## src/rtl/sphere_scan.sv

```systemverilog
// sphere_scan: closest-hit sequencer placed in front of intersect_sphere.
//
// Accepts one primary ray, walks a sphere table held in a synchronous-read
// RAM, starts the intersector once per sphere and keeps the nearest
// non-negative hit distance. One hit record per ray goes out on a
// valid/ready handshake. All vectors and distances are signed 16.16 fixed
// point, 32 bits wide.
//
// Handshakes (ray_* and hit_*): a transfer happens on a rising clock edge
// where valid and ready are both high. valid and the data it qualifies are
// held until that transfer. ray_ready is high only in IDLE, so no second ray
// is buffered. hit_valid stays high, with the record held, until hit_ready.
//
// Ports
//   clk, rst_n                       clock, synchronous active-low reset
//   ray_valid / ray_ready            ray handshake
//   ray_orig_x/y/z, ray_dir_x/y/z    ray, captured on transfer
//   num_spheres                      table entries to scan, captured on transfer
//   sph_addr                         table read address
//   sph_radius_sqr, sph_center_x/y/z table data, one cycle after sph_addr
//   isect_start                      one-cycle start pulse to the intersector
//   isect_*                          registered intersector operands
//   isect_finish, isect_result,
//   isect_t0, isect_t1               intersector results
//   hit_valid / hit_ready            result handshake
//   hit, hit_idx, hit_t              nearest-hit record
//   timeout_err                      sticky per-ray WAIT watchdog flag
//   dbg_state                        current FSM state
//
// Build option
//   SPHERE_SCAN_TIMEOUT_EN: when defined, a sphere whose WAIT phase lasts
//   63 cycles counts as a miss and timeout_err is set until the next ray is
//   accepted. When undefined, WAIT blocks until finish and timeout_err is 0.
module sphere_scan #(
  parameter int IDX_W = 4
) (
  input  logic             clk,
  input  logic             rst_n,
  input  logic             ray_valid,
  output logic             ray_ready,
  input  logic [31:0]      ray_orig_x,
  input  logic [31:0]      ray_orig_y,
  input  logic [31:0]      ray_orig_z,
  input  logic [31:0]      ray_dir_x,
  input  logic [31:0]      ray_dir_y,
  input  logic [31:0]      ray_dir_z,
  input  logic [IDX_W:0]   num_spheres,
  output logic [IDX_W-1:0] sph_addr,
  input  logic [31:0]      sph_radius_sqr,
  input  logic [31:0]      sph_center_x,
  input  logic [31:0]      sph_center_y,
  input  logic [31:0]      sph_center_z,
  output logic             isect_start,
  output logic [31:0]      isect_radius_sqr,
  output logic [31:0]      isect_center_x,
  output logic [31:0]      isect_center_y,
  output logic [31:0]      isect_center_z,
  output logic [31:0]      isect_orig_x,
  output logic [31:0]      isect_orig_y,
  output logic [31:0]      isect_orig_z,
  output logic [31:0]      isect_dir_x,
  output logic [31:0]      isect_dir_y,
  output logic [31:0]      isect_dir_z,
  input  logic             isect_finish,
  input  logic             isect_result,
  input  logic [31:0]      isect_t0,
  input  logic [31:0]      isect_t1,
  output logic             hit_valid,
  input  logic             hit_ready,
  output logic             hit,
  output logic [IDX_W-1:0] hit_idx,
  output logic [31:0]      hit_t,
  output logic             timeout_err,
  output logic [2:0]       dbg_state
);

  typedef enum logic [2:0] {
    S_IDLE  = 3'd0,
    S_FETCH = 3'd1,
    S_LOAD  = 3'd2,
    S_START = 3'd3,
    S_WAIT  = 3'd4,
    S_EVAL  = 3'd5,
    S_DONE  = 3'd6
  } state_t;

  localparam logic [31:0] BEST_INIT = 32'h7FFF_FFFF;

  state_t           state_q, state_d;
  logic             ray_ready_q;
  logic             hit_valid_q;
  logic             isect_start_q;
  logic             first_wait_q;
  logic [IDX_W:0]   idx_q;
  logic [IDX_W:0]   num_q;
  logic [IDX_W:0]   idx_inc;
  logic [31:0]      best_t_q;
  logic             hit_q;
  logic [IDX_W-1:0] hit_idx_q;

  logic [31:0] op_radius_sqr_q, op_center_x_q, op_center_y_q, op_center_z_q;
  logic [31:0] op_orig_x_q, op_orig_y_q, op_orig_z_q;
  logic [31:0] op_dir_x_q, op_dir_y_q, op_dir_z_q;

  logic        accept;
  logic        finish_ok;
  logic        wait_expire;
  logic        eval_miss;
  logic        cand_ok;
  logic [31:0] cand_t;
  logic        better;

  // ready_q is required as well as IDLE: in the cycle right after reset
  // release the state is IDLE but the ray port is not yet open.
  assign accept  = (state_q == S_IDLE) && ray_ready_q && ray_valid;
  assign idx_inc = idx_q + {{IDX_W{1'b0}}, 1'b1};

  // The intersector clears finish only on the edge that follows start, so
  // in the first WAIT cycle finish may still belong to the previous sphere.
  assign finish_ok = !first_wait_q && isect_finish;

  // Candidate distance: the nearest non-negative root reported for this sphere.
  always_comb begin
    cand_ok = 1'b0;
    cand_t  = '0;
    if (isect_result && !eval_miss) begin
      if (!isect_t0[31]) begin
        cand_ok = 1'b1;
        cand_t  = isect_t0;
      end else if (!isect_t1[31]) begin
        cand_ok = 1'b1;
        cand_t  = isect_t1;
      end
    end
  end

  // Strict compare: on a tie the earlier (lower) index is kept.
  assign better = cand_ok && ($signed(cand_t) < $signed(best_t_q));

  always_comb begin
    state_d = state_q;
    case (state_q)
      S_IDLE:  if (accept) state_d = (num_spheres == '0) ? S_DONE : S_FETCH;
      S_FETCH: state_d = S_LOAD;
      S_LOAD:  state_d = S_START;
      S_START: state_d = S_WAIT;
      S_WAIT:  if (finish_ok || wait_expire) state_d = S_EVAL;
      S_EVAL:  state_d = (idx_inc == num_q) ? S_DONE : S_FETCH;
      S_DONE:  if (hit_ready) state_d = S_IDLE;
      default: state_d = S_IDLE;
    endcase
  end

  always_ff @(posedge clk) begin
    if (!rst_n) begin
      state_q         <= S_IDLE;
      ray_ready_q     <= 1'b0;
      hit_valid_q     <= 1'b0;
      isect_start_q   <= 1'b0;
      first_wait_q    <= 1'b0;
      idx_q           <= '0;
      num_q           <= '0;
      best_t_q        <= BEST_INIT;
      hit_q           <= 1'b0;
      hit_idx_q       <= '0;
      op_radius_sqr_q <= '0;
      op_center_x_q   <= '0;
      op_center_y_q   <= '0;
      op_center_z_q   <= '0;
      op_orig_x_q     <= '0;
      op_orig_y_q     <= '0;
      op_orig_z_q     <= '0;
      op_dir_x_q      <= '0;
      op_dir_y_q      <= '0;
      op_dir_z_q      <= '0;
    end else begin
      state_q       <= state_d;
      // Handshake and pulse outputs are decoded from the next state so they
      // come straight out of flops and line up with the state they describe.
      ray_ready_q   <= (state_d == S_IDLE);
      hit_valid_q   <= (state_d == S_DONE);
      isect_start_q <= (state_d == S_START);
      first_wait_q  <= (state_q == S_START);

      if (accept) begin
        op_orig_x_q <= ray_orig_x;
        op_orig_y_q <= ray_orig_y;
        op_orig_z_q <= ray_orig_z;
        op_dir_x_q  <= ray_dir_x;
        op_dir_y_q  <= ray_dir_y;
        op_dir_z_q  <= ray_dir_z;
        num_q       <= num_spheres;
        idx_q       <= '0;
        best_t_q    <= BEST_INIT;
        hit_q       <= 1'b0;
        hit_idx_q   <= '0;
      end

      // Table data for idx_q is on the RAM outputs during LOAD.
      if (state_q == S_LOAD) begin
        op_radius_sqr_q <= sph_radius_sqr;
        op_center_x_q   <= sph_center_x;
        op_center_y_q   <= sph_center_y;
        op_center_z_q   <= sph_center_z;
      end

      if (state_q == S_EVAL) begin
        idx_q <= idx_inc;
        if (better) begin
          best_t_q  <= cand_t;
          hit_idx_q <= idx_q[IDX_W-1:0];
          hit_q     <= 1'b1;
        end
      end
    end
  end

`ifdef SPHERE_SCAN_TIMEOUT_EN
  logic [5:0] wait_cnt_q;
  logic       to_q;
  logic       timeout_err_q;

  // wait_cnt_q is 0 in the first WAIT cycle, so 62 marks the 63rd cycle.
  assign wait_expire = (state_q == S_WAIT) && (wait_cnt_q == 6'd62) && !finish_ok;
  assign eval_miss   = to_q;
  assign timeout_err = timeout_err_q;

  always_ff @(posedge clk) begin
    if (!rst_n) begin
      wait_cnt_q    <= '0;
      to_q          <= 1'b0;
      timeout_err_q <= 1'b0;
    end else begin
      if (state_q == S_START) begin
        wait_cnt_q <= '0;
        to_q       <= 1'b0;
      end else if (state_q == S_WAIT) begin
        wait_cnt_q <= wait_cnt_q + 6'd1;
      end
      if (wait_expire) begin
        to_q          <= 1'b1;
        timeout_err_q <= 1'b1;
      end
      if (accept) timeout_err_q <= 1'b0;
    end
  end
`else
  assign wait_expire = 1'b0;
  assign eval_miss   = 1'b0;
  assign timeout_err = 1'b0;
`endif

  assign ray_ready        = ray_ready_q;
  assign hit_valid        = hit_valid_q;
  assign isect_start      = isect_start_q;
  assign sph_addr         = idx_q[IDX_W-1:0];
  assign hit              = hit_q;
  assign hit_idx          = hit_idx_q;
  assign hit_t            = hit_q ? best_t_q : 32'd0;
  assign isect_radius_sqr = op_radius_sqr_q;
  assign isect_center_x   = op_center_x_q;
  assign isect_center_y   = op_center_y_q;
  assign isect_center_z   = op_center_z_q;
  assign isect_orig_x     = op_orig_x_q;
  assign isect_orig_y     = op_orig_y_q;
  assign isect_orig_z     = op_orig_z_q;
  assign isect_dir_x      = op_dir_x_q;
  assign isect_dir_y      = op_dir_y_q;
  assign isect_dir_z      = op_dir_z_q;
  assign dbg_state        = state_q;

endmodule

```

## config.mk

```make
export PLATFORM = sky130hd
export DESIGN_NAME = sphere_scan
export DESIGN_NICKNAME = d
export VERILOG_FILES = /design/src/rtl/sphere_scan.sv
export SDC_FILE = /design/constraint.sdc
export NUM_CORES = 1
export LEC_CHECK = 0
export ABC_AREA = 1
export ABC_CLOCK_PERIOD_IN_PS = 2600
export BUFFER_PORTS_ARGS = -buffer_cell sky130_fd_sc_hd__buf_2
export CAP_MARGIN = 20
export CORE_AREA = 2 2 300 302
export CTS_BUF_LIST = sky130_fd_sc_hd__clkbuf_8 sky130_fd_sc_hd__clkbuf_16
export CTS_CLUSTER_SIZE = 30
export DETAILED_ROUTE_END_ITERATION = 12
export DIE_AREA = 0 0 302 304
export PLACE_DENSITY = 0.39
export REMOVE_ABC_BUFFERS = 1
export SLEW_MARGIN = 10
export SYNTH_ARGS = -nofsm -noshare
export SYNTH_HDL_FRONTEND = slang
export SYNTH_SLANG_ARGS = --single-unit
```

## constraint.sdc

```tcl
create_clock -name clk -period 2.6 [get_ports clk]
set_input_delay 0.26 -clock clk [delete_from_list [all_inputs] [get_ports clk]]
set_output_delay 0.26 -clock clk [all_outputs]
set_load 0.1 [all_outputs]
```

==> reports/summary.txt, run 1 <==
Outcome -> complete, no violations
Leakage -> 12.28 nW
Worst Hold End -> isect_dir_z[20]$_SDFFE_PN0P_
Mapped Cells -> 2050
Core ar. -> 0.08905 mm2
Die area -> 0.09181 mm2
CTS tree -> built
Post-DP HPWL -> 45950 um
Worst hold start -> ray_dir_z[20]
Slew @ Worst Pin -> 693.1 ps
Max Cap Viol -> 0
Slew headroom -> 53.79%
Synth async-reset ratio -> 0%
Number of DRC markers in iteration 0 -> 793
Synth Register Bits -> 374
FMAX -> 0.4341 GHz
Hold Path Depth -> 3
Met1 Wirelength -> 27310 um
Mapped cell area -> 0.01481 mm2
Final wirelength -> 63520 um
Sequential share of the synthesized area -> 50.54%
Largest net degree at the start of global routing -> 130
Postcts setup bufs -> 0
Worst setup path class -> reg2out
Num CTS Buffers -> 47
Routed length per instance -> 14.71 um
Min cycle time layout -> 2304 ps
Synth Area per Inst -> 7.226 um2
Cell count of the worst reg-to-reg path -> 13
Initial antenna violation count -> 3
Final period utilization -> 88.60%
GRT overflow -> 0
DR vias/cell -> 3.889
Routed vias -> 16790
Number of synthesized flops with an enable pin -> 0
Worst vdd ir -> 0.7297 mV
First-pass GRT wire length -> 96460 um
Clock buffer depth -> 3
Nets -> 3529
Worst reg2reg setup slack -> 410 ps
CP Max Fanout -> 25
Fin area -> 0.02512 mm2
Worst EP arrival -> 2040 ps
Routability Congestion -> 0.7616
Skew-Pair Late Insertion Delay -> 580 ps
All-layer global routing usage -> 13.14%
Most common cell after layout, fill and taps aside -> buf_2
Die Ht -> 304 um
Required @ worst endpoint -> 2340 ps
Top layer in use -> met5
Met2 Routed Length -> 29620 um
Max-slew violations -> 0
Clock Skews -> 18.60 ps
Root buf cell -> clkbuf_16
Router iterations before antenna repair -> 5
Share of cells above drive strength 1 -> 29.46%
Die X -> 302 um
Critical Path Source Type -> flop
Most frequent cells in the layout -> buf_2, nor2_1, nand2_1, dfxtp_1, dlygate4sd3_1
Worst reg2reg path endpoint -> hit_idx[2]$_SDFF_PN0_
Routed wl met3 -> 4711 um
Clock tree sinks -> 374
Post-synth cell types -> 34
Starting Density -> 16.63%
DP Area -> 0.02033 mm2
Drc violations -> 0
Vias in the first global route -> 16940
PwrDens -> 967.5 mW/mm2
Top Ports -> 763
CP endpoint kind -> output port
Unrepaired setup endpoints after global routing -> false
Setup-failing EPs final -> 0
Core Rows -> 110
Fin util -> 28.21%
PortBufs -> 761
Clk pin slew, worst setup/hold paths -> 60 ps
Post-route ant nets -> 0
Hold WC Path Type -> in2reg
R2R Path Start -> best_t_q[17]$_SDFF_PN1_
Final Hold Fails -> 0
Ys Warns -> 0
Dominant synthesized flop cell -> dfxtp_1
# fillers -> 9874
Synthesis-to-layout area growth -> 69.61%
H-tree levels -> 2
==> critical path, stage by stage (launching register included) <==
cell and delay [ps]:
dfxtp_1 600, buf_12 240, nand2_1 130, inv_1 70
buf_2 420
==> synthesized netlist by cell type, types with 2 or more instances <==
library cell,n,area (um2)
a211oi_1,2,15.01
a21oi_1,150,750.7
buf_1,2,7.510
buf_2,5,25.02
buf_4,5,37.54
buf_6,4,45.04
clkbuf_1,129,484.2
clkinv_1,2,7.510
dfxtp_1,374,7487
ha_1,31,387.9
inv_1,138,518.0
nand2_1,398,1494
nand3_1,40,200.2
nand4_1,18,112.6
nor2_1,477,1790
nor3_1,6,30.03
nor3b_1,2,15.01
nor4_1,2,12.51
o21ai_0,220,1101
o21ai_1,14,70.07
o22ai_1,13,81.33
or2_2,3,18.77
xnor2_1,2,17.52
xor2_1,3,26.28
==> power breakdown <==
| part | total [mW] | internal [mW] | leakage [nW] | switching (mW) |
|---|---|---|---|---|
| sequential | 7.01 | 6.60 | 3.05 | 0.412 |
| clock | 7.01 | 4.25 | 0.838 | 2.76 |
| combinational | 10.3 | 1.92 | 8.40 | 8.36 |
| total | 24.3 | 12.8 | 12.3 | 11.5 |
==> kinds of logic (layout without fill, tap and decap cells) <==
| family | count (synthesis) | after routing | share of synthesized area (%) |
|---|---|---|---|
| and+or+nand+nor | 949 | 949 | 24.97 |
| AOI/OAI and AO/OA | 404 | 404 | 13.91 |
| DFF | 374 | 374 | 50.54 |
| buffers and inverters | 286 | 1376 | 7.636 |
| adders and majority gates | 31 | 31 | 2.618 |
| xor gates and xnor gates | 5 | 5 | 0.2957 |
| other | 1 | 2 | 0.02532 |
==> worst max-delay path by stage <==
stage / from / endpoint
floorplan: dbg_state[2]$_SDFF_PN0_ / idx_q[4]$_SDFFE_PN0P_
global placement: isect_t1[31] / best_t_q[23]$_SDFF_PN1_
detailed placement: isect_t0[31] / hit_idx[2]$_SDFF_PN0_
CTS: hit$_SDFF_PN0_ / hit_t[31]
global route: best_t_q[30]$_SDFF_PN1_ / best_t_q[23]$_SDFF_PN1_
finish: hit$_SDFF_PN0_ / hit_t[31]
==> what timing repair did <==
action	CTS	global route
gates resized for setup	0	0
hold buffers	313	0
hold endpoints to repair	313	0
==> stage by stage <==
| stage | TNS, ps | instances | total power, mW | hold slack (ps) | setup slack [ps] |
|---|---|---|---|---|---|
| 3_5_place_dp | -4227 | 3917 | 17.12 | 452.2 | -163.2 |
| 3_3_place_gp | -2111 | 3917 | 17.14 | 450.8 | -104.6 |
| 6_report | 0 | 4317 | 24.31 | 28.89 | 296.3 |
| 5_1_grt | 0 | 4317 | 25.49 | 10.17 | 101.8 |
| 4_1_cts | 0 | 4316 | 24.70 | 0.5720 | 216.6 |
| 2_1_floorplan | -2075910 | 1905 | 15.06 | 344.7 | -7353 |
==> layout make-up <==
class	instances	area, um2	area share [%]
timing repair buffer	1149	7749	30.84
sequential	374	7487	29.80
multi-input combinational	1390	6216	24.74
tap	1176	1471	5.857
clock buffer	57	1336	5.319
inverter	141	544.3	2.166
clock inverter	29	317.8	1.265
antenna	1	2.502	0.009960
==> metal layers <==
metal	up-vias	track usage, %
met1	7508	15.69
met4	2	4.237
li1	8603	-
met2	572	22.63
met5	-	0
met3	103	3.605
Note: power is estimated with default switching activity, not from simulation.
==> run 2, diff against run 1 <==
Settings changed: PLACE_DENSITY 0.39 to not set, PLACE_DENSITY_LB_ADDON set to 0.1.
==> reports/summary.txt, run 2 (synthesis results as in run 1) <==
Outcome -> complete, no violations
GRT overflow -> 0
Clk pin slew, worst setup/hold paths -> 50 ps
Register area -> 0.007487 mm2
PwrDens -> 965.8 mW/mm2
Die Ht -> 304 um
Clock tree sinks -> 374
Final TNS setup -> 0 ps
# fillers -> 9856
All-layer global routing usage -> 14.09%
Worst setup path class -> reg2out
Worst Hold End -> isect_center_y[6]$_SDFFE_PN0P_
Most frequent cells in the layout -> buf_2, nor2_1, nand2_1, dfxtp_1, dlygate4sd3_1
Unrepaired setup endpoints after global routing -> false
Core Rows -> 110
Nets -> 3549
Starting Density -> 16.63%
Number of DRC markers in iteration 0 -> 789
Share of cells above drive strength 1 -> 29.45%
Setup-failing EPs final -> 0
CTS tree -> built
Routed length per instance -> 15.66 um
Max-slew violations -> 0
Routability Congestion -> 0.7701
Cell count of the worst reg-to-reg path -> 13
Final period utilization -> 85.61%
Post-route ant nets -> 0
Hold WC Path Type -> in2reg
Slew @ Worst Pin -> 656.5 ps
Router iterations before antenna repair -> 7
Max Cap Viol -> 0
Core ar. -> 0.08905 mm2
Met3 Usage GRT -> 5.205%
Required @ worst endpoint -> 2340 ps
Initial antenna violation count -> 4
Num CTS Buffers -> 49
Worst reg2reg setup slack -> 420 ps
H-tree levels -> 2
Pre-CTS setup slack -> -176.0 ps
Drc violations -> 0
Worst vdd ir -> 0.5647 mV
Clock Skews -> 12.53 ps
Skew-Pair Late Insertion Delay -> 590 ps
PortBufs -> 761
Fin worst setup slack -> 374.1 ps
Die area -> 0.09181 mm2
Final wirelength -> 67960 um
CP Max Fanout -> 19
Worst Setup SP -> hit$_SDFF_PN0_
Min cycle time layout -> 2226 ps
Worst reg2reg path endpoint -> best_t_q[2]$_SDFF_PN1_
Root buf cell -> clkbuf_16
Vias in the first global route -> 17350
Top Ports -> 763
Slew headroom -> 56.23%
Global route hottest layer -> met2
Hold Path Depth -> 3
First-pass GRT wire length -> 101400 um
Leakage -> 12.40 nW
Worst hold start -> sph_center_y[6]
Clock buffer depth -> 3
Area of the multi-input gates -> 0.006207 mm2
Met2 usage in global routing -> 24.24%
DR vias/cell -> 3.959
Worst EP arrival -> 1970 ps
Final Hold Fails -> 0
Most common cell after layout, fill and taps aside -> buf_2
Critical Path Source Type -> flop
Largest net degree at the start of global routing -> 130
Die X -> 302 um
CP endpoint kind -> output port
R2R Path Start -> best_t_q[17]$_SDFF_PN1_
Routed vias -> 17180
Post-DP HPWL -> 50410 um
WHS -> 56.95 ps
FMAX -> 0.4493 GHz
Synthesis-to-layout area growth -> 70.65%
M1 GR Usage -> 16.08%
Postcts setup bufs -> 0
## run 2: worst max-delay path, stage by stage, from the launching register on
cell and delay, ps:
dfxtp_1 460, buf_4 320, nand2_1 130, inv_1 60, buf_2 410
## run 2: worst max-delay path by stage
stage | to | cells past startpoint | slack, ps
after global placement | hit_idx[2]$_SDFF_PN0_ | 19 | -130
after global routing | best_t_q[2]$_SDFF_PN1_ | 20 | 140
final | hit_t[18] | 4 | 370
after CTS | hit_t[18] | 4 | 250
after floorplan | idx_q[4]$_SDFFE_PN0P_ | 6 | -7350
after detailed placement | best_t_q[2]$_SDFF_PN1_ | 19 | -180
## run 2: timing repair
action                    4_1_cts  5_1_grt
hold endpoints to repair      321        0
resized for setup               0        0
hold buffers                  321        0
## run 2: cell type report
cell class / instances / share of cell area, %
tap: 1176 / 5.821
sequential: 374 / 29.62
clock inverter: 31 / 1.129
antenna: 2 / 0.01980
inverter: 141 / 2.148
clock buffer: 58 / 5.341
multi-input combinational: 1390 / 24.56
timing repair buffer: 1167 / 31.37
## run 2: routing by layer
| metal | share of wire [%] | routed length [um] |
|---|---|---|
| met3 | 9.1 | 6216 |
| met4 | 2.9 | 1957 |
| met1 | 41 | 27810 |
| met2 | 47 | 31950 |
| met5 | 0.046 | 31 |
## run 2: through the flow
step | instance area, um2 | std cells | utilization [%] | total power [mW]
after floorplan | 14210 | 1905 | - | 15.06
after global placement | 20420 | 3927 | 22.94 | 17.29
after detailed placement | 20420 | 3927 | 22.94 | 17.32
after CTS | 25270 | 4337 | 28.38 | 24.88
after global routing | 25280 | 4338 | 28.38 | 25.63
final | 25280 | 4339 | 28.39 | 24.41
## run 2: power breakdown
part | switching (mW) | total, mW | internal (mW) | leakage [nW]
Clock | 2.74 | 6.91 | 4.17 | 0.867
Combinational | 8.46 | 10.5 | 2.01 | 8.49
Sequential | 0.425 | 7.03 | 6.60 | 3.05
